--- src/rtl/alu_share_arbiter.sv ---
// Round-robin arbiter and sequencer for a shared N-bit bitwise logic unit.
// Accepts one request at a time from two requesters and returns a tagged, registered result.
module alu_share_arbiter #(
    parameter int N = 32
) (
    input  logic         clk,
    input  logic         rst,
    input  logic         req0_valid,
    output logic         req0_ready,
    input  logic [1:0]   req0_op,
    input  logic [N-1:0] req0_a,
    input  logic [N-1:0] req0_b,
    input  logic         req1_valid,
    output logic         req1_ready,
    input  logic [1:0]   req1_op,
    input  logic [N-1:0] req1_a,
    input  logic [N-1:0] req1_b,
    output logic         resp_valid,
    input  logic         resp_ready,
    output logic         resp_id,
    output logic [N-1:0] resp_result,
    output logic [1:0]   resp_flags,
    output logic         busy
);
    // Handshakes: a transfer happens on an edge where valid and ready are both high;
    // requesters hold valid/op/operands until ready, the consumer holds resp_ready as it likes.

    typedef enum logic [1:0] {IDLE, EXEC, RESP} state_t;

    state_t         state, state_nx;
    logic           last_grant;
    logic           grant;
    logic           accept;
    logic [1:0]     op_q;
    logic [N-1:0]   a_q, b_q;
    logic           id_q;
    logic [N-1:0]   alu_res;

    // Ready is gated by rst so both readies read 0 while reset is held.
    always_comb begin
        grant  = (req0_valid && req1_valid) ? ~last_grant : req1_valid;
        accept = (state == IDLE) && (req0_valid || req1_valid) && !rst;
        req0_ready = accept && !grant;
        req1_ready = accept && grant;
    end

    always_comb begin
        state_nx = state;
        case (state)
            IDLE:    if (accept) state_nx = EXEC;
            EXEC:    state_nx = RESP;
            RESP:    if (resp_ready) state_nx = IDLE;
            default: state_nx = IDLE;
        endcase
    end

    always_ff @(posedge clk or posedge rst) begin
        if (rst) state <= IDLE;
        else     state <= state_nx;
    end

    always_ff @(posedge clk or posedge rst) begin
        if (rst) begin
            last_grant <= 1'b1;
            op_q       <= '0;
            a_q        <= '0;
            b_q        <= '0;
            id_q       <= 1'b0;
        end else if (accept) begin
            last_grant <= grant;
            id_q       <= grant;
            op_q       <= grant ? req1_op : req0_op;
            a_q        <= grant ? req1_a  : req0_a;
            b_q        <= grant ? req1_b  : req0_b;
        end
    end

    always_comb begin
        alu_res = '0;
        case (op_q)
            2'b00:   alu_res = ~a_q;
            2'b01:   alu_res = a_q & b_q;
            2'b10:   alu_res = a_q | b_q;
            default: alu_res = a_q ^ b_q;
        endcase
    end

    always_ff @(posedge clk or posedge rst) begin
        if (rst) begin
            resp_result <= '0;
            resp_flags  <= '0;
            resp_id     <= 1'b0;
        end else if (state == EXEC) begin
            resp_result <= alu_res;
            resp_flags  <= {(alu_res == '0), alu_res[N-1]};
            resp_id     <= id_q;
        end
    end

    assign resp_valid = (state == RESP);
    assign busy       = (state != IDLE);

endmodule

--- config.mk ---
export PLATFORM = sky130hd
export DESIGN_NAME = alu_share_arbiter
export DESIGN_NICKNAME = d
export VERILOG_FILES = /design/src/rtl/alu_share_arbiter.sv
export SDC_FILE = /design/constraint.sdc
export NUM_CORES = 1
export LEC_CHECK = 0
export BUFFER_PORTS_ARGS = -buffer_cell sky130_fd_sc_hd__buf_2
export CAP_MARGIN = 15
export CORE_UTILIZATION = 40
export CTS_BUF_LIST = sky130_fd_sc_hd__clkbuf_8 sky130_fd_sc_hd__clkbuf_16
export CTS_CLUSTER_SIZE = 28
export DETAILED_ROUTE_END_ITERATION = 8
export GPL_TIMING_DRIVEN = 0
export SETUP_SLACK_MARGIN = 0.3
export SKIP_CTS_REPAIR_TIMING = 1
export SLEW_MARGIN = 0
export SYNTH_ARGS = -nofsm -noshare
export SYNTH_HDL_FRONTEND = slang
export SYNTH_SLANG_ARGS = --single-unit
export TNS_END_PERCENT = 5
--- constraint.sdc ---
create_clock -name clk -period 7.2 [get_ports clk]
set_clock_uncertainty 0.2 [all_clocks]
set_input_delay 1.08 -clock clk [delete_from_list [all_inputs] [get_ports clk]]
set_output_delay 1.08 -clock clk [all_outputs]
set_load 0.05 [all_outputs]
; Word-level counts from Yosys, hierarchy flattened
; Cells that the tools add are included.
[word_totals]
reg_bits = 105
elab_cells = 41
[classes]
n_mux = 8
bitwise_logic = 5
n_reduce_logical = 13
n_eq_ne = 6
[op_table]
columns = cell, n
row1 = 32-bit case mux with 3 select lines, 1
row2 = 32-bit 2-to-1 mux, 2
row3 = 32-bit AND, 1
row4 = 32-bit zero test, 1
row5 = 32-bit NOT, 1
row6 = 32-bit OR, 1
row7 = 32-bit XOR, 1
row8 = 2-bit 2-to-1 mux, 3
row9 = 2-bit case mux with 3 select lines, 1
row10 = 1-bit logical AND, 5
row11 = 2-bit by 1-bit == test with 1-bit output (second input constant), 2
row12 = 2-bit == test (second input constant), 2
row13 = 2-bit zero test, 2
row14 = 1-bit zero test, 2
row15 = 2-bit by 1-bit inequality test with 1-bit output (second input constant), 1
row16 = 2-bit inequality test (second input constant), 1
row17 = 2-bit AND reduction, 1
row18 = 2-bit nonzero test, 1
row19 = 1-bit logical OR, 1
row20 = 1-bit 2-to-1 mux, 1
row21 = 1-bit NOT, 1

; Longest topological paths before layout
[logic_depth]
depth_word = 5
depth_mapped = 10
ltp_nobuf = 7

; Least setup slack after synthesis
; No wires, ideal clock.
[synth_path]
kind = in2out
start = input port rst
end = output port req0_ready
setup_slack_ns = 3.657
t_arrival_ns = 2.263
path_stages = 4
required_ns = 5.920
cell_sequence = nor3_1 -> o21ai_1 -> a21oi_1 -> clkbuf_1
[synth_between]
elab_chain_cells = 3
[synth_rtl]
columns = element, line_no
row1 = "start, declared", 7  ; input logic rst,
row2 = 1-bit zero test (no line), --
row3 = 1-bit logical AND, 42  ; accept = (state == IDLE) && (req0_valid || req1_valid) && !rst;
row4 = 1-bit logical AND, 43  ; req0_ready = accept && !grant;
row5 = "end, declared", 9  ; output logic req0_ready,
; Every way passes these cells.

; Worst setup path after layout
; Same ends and word-level chain as after synthesis.

==> qor.csv <==
metric;value;unit
yosysTopAreaCellShare;0.416;
synthTopCellsByArea;dfrtp_1 42%, ha_1 13%, a222oi_1 11%;
grt_first_pass_wirelength;28.1;mm
wl;18.1;mm
drt_iter0_drc;519;
syn_inst;610;
seq_area;2600;um^2
first_pass_iters;8;
synth_compound_area_frac;0.164;
synthMuxAreaShare;0.0897;
grt_usage;0.235;
setup_viol;0;
routed.top_layer;met4;
finalCriticalPeriod;4.25;ns
yosys.area.top_type;dfrtp_1;
vias_per_cell;5.37;
port_buffers;175;
synth_top_family_by_area;compound AO/OA/AOI/OAI gates;
critPathMaxFanout;10;
netlist-cell-type-count;39;
start_kind;primary input;
fillCellCount;1436;
maxCapViolCount;0;
routabilityCongestion;0.808;
nNetsFinal;998;
met1Wirelength;7.39;mm
io_pins;176;
synth_xor_xnor_area_share;0;
multiInputGateArea;2790;um^2
ant_nets;0;
drive_gt1_frac;0.271;
cts.sink_count;104;
synth_fp_nets;811;
clock.fmax;235;MHz
drc;0;
overflow;0;
die_area;16000;um^2
netlist_area;6200;um^2
cts_buffer_depth;2;
cts_buffers;9;
wl_per_cell;18.3;um
synth_seq_area_share;0.420;
synthFlopType;dfrtp_1;
synth_most_common_cell;inv_1;
tritoncts;built;
hold_viol_final;0;
synth_adder_area_share;0.129;
die_height;126;um
start_util;0.409;
met2_length;9.01;mm
synth_simple_gate_area_frac;0.0672;
tightest_slew;0.796;ns
fin_crit_sh;0.590;
num_rows;45;
ys_ff_latch;104;
die_w;126;um
core;15100;um^2
cp.arrival;2.97;ns
grt_pass1_vias;5253;
final_core_util;0.502;
avgSynthCellArea;10.2;um^2
fin_tns_setup;0;ns
cts_root_buffer;clkbuf_16;
grt_max_degree;65;
status;completed;
final_max_slew_viol_count;0;
dp_hpwl;13.7;mm
clk_latency;0.35;ns
antenna_cells;0;
clk_pin_slew_worst_paths;0.06;ns
vias;5312;
syn_to_final_growth;22.7;%
p_leak;4.21;nW
crit_path_end_kind;output port;
synth_warnings;0;
cellPowerDensity;439;nW/um^2
rsz0062_at_grt;false;
slew_headroom;0.470;
h-tree-depth;3;
peakVddDrop;163;uV
cp_data_required_time;5.92;ns
netlist_top_cells_count;163 x inv_1, 103 x dfrtp_1, 72 x nand2_1;
min_path_type;reg -> reg;
wl_met3;1.25;mm
synth_edf_count;0;
setup.worst_path.class;in -> out;
antenna_found_initial;0;
async_reset_ff_frac;1.00;
## path summary, 6_finish.rpt
path                            startpoint              end  slack [ns]  depth (start not counted)
setup / recovery                       rst       req0_ready        2.95                          6
hold / removal             resp_result[20]  resp_result[20]        0.27                          2
setup reg to reg                  state[1]          b_q[11]        4.14                          7
hold reg to reg            resp_result[20]  resp_result[20]        0.27                          2
max in group asynchronous              rst       last_grant        5.35                          3
min in group asynchronous              rst          a_q[30]        0.70                          2
## stage by stage
| stage | cell area, um^2 | worst slack, ns | hold slack [ns] | total power [mW] | std cells |
|---|---|---|---|---|---|
| floorplan | 6200 | 3.19 | 0.239 | 2.37 | 610 |
| global placement | 7310 | 1.96 | 0.257 | 2.80 | 973 |
| detailed placement | 7330 | 2.98 | 0.257 | 2.90 | 974 |
| CTS | 7600 | 2.97 | 0.272 | 3.37 | 989 |
| global route | 7600 | 2.86 | 0.293 | 3.61 | 989 |
| finish | 7600 | 2.95 | 0.265 | 3.34 | 989 |
## worst max-delay path, cell delays in order
cell	delay (ns)
buf_2	0.12
nor3_1	0.26
o21ai_1	0.25
a21oi_1	0.42
clkbuf_1	0.47
buf_2	0.36
## cell type report
| type | count | area share |
|---|---|---|
| buffer | 42 | 0.0255 |
| sequential | 104 | 0.342 |
| tap | 188 | 0.0309 |
| clock inverter | 4 | 0.00280 |
| timing repair buffer | 176 | 0.118 |
| multi-input combinational | 301 | 0.366 |
| inverter | 163 | 0.0808 |
| clock buffer | 11 | 0.0332 |
## registers in the layout (all words and copies together) (netlist names)
| signal | count |
|---|---|
| a_q | 32 |
| b_q | 32 |
| resp_result | 31 |
| op_q | 2 |
| resp_flags | 2 |
| state | 2 |
| id_q | 1 |
| last_grant | 1 |
| resp_id | 1 |
## layout by cell type (no fill, tap or decap), types with 5 or more instances in the layout
master,count
buf_2,180
inv_1,163
dfrtp_1,103
nand2_1,72
a222oi_1,66
ha_1,64
clkbuf_1,28
o21ai_0,21
mux4_1,13
o211ai_1,9
mux4_2,9
clkbuf_16,9
a211o_1,6
nor2_1,5
## where the power goes
part	leakage [nW]	internal [mW]	total (mW)	switching (mW)
registers	1.28	0.856	1.09	0.230
clock network	0.139	0.249	0.463	0.214
logic	2.79	0.706	1.79	1.08
total	4.21	1.81	3.34	1.53
## cell families (layout without fill, tap and decap cells)
family          count (synthesis)  after routing
fa+ha+maj                      64             64
buf+inv                       205            396
mux                            23             23
simple gates                   96             96
flops                         104            104
compound gates                118            118
## per-layer routing
metal  global-route usage  vias to the layer above
met5                    0                        -
met1                0.292                     2612
li1                     -                     2497
met3               0.0519                       22
met4               0.0744                        0
met2                0.408                      181
(Power assumes the default switching activity.)
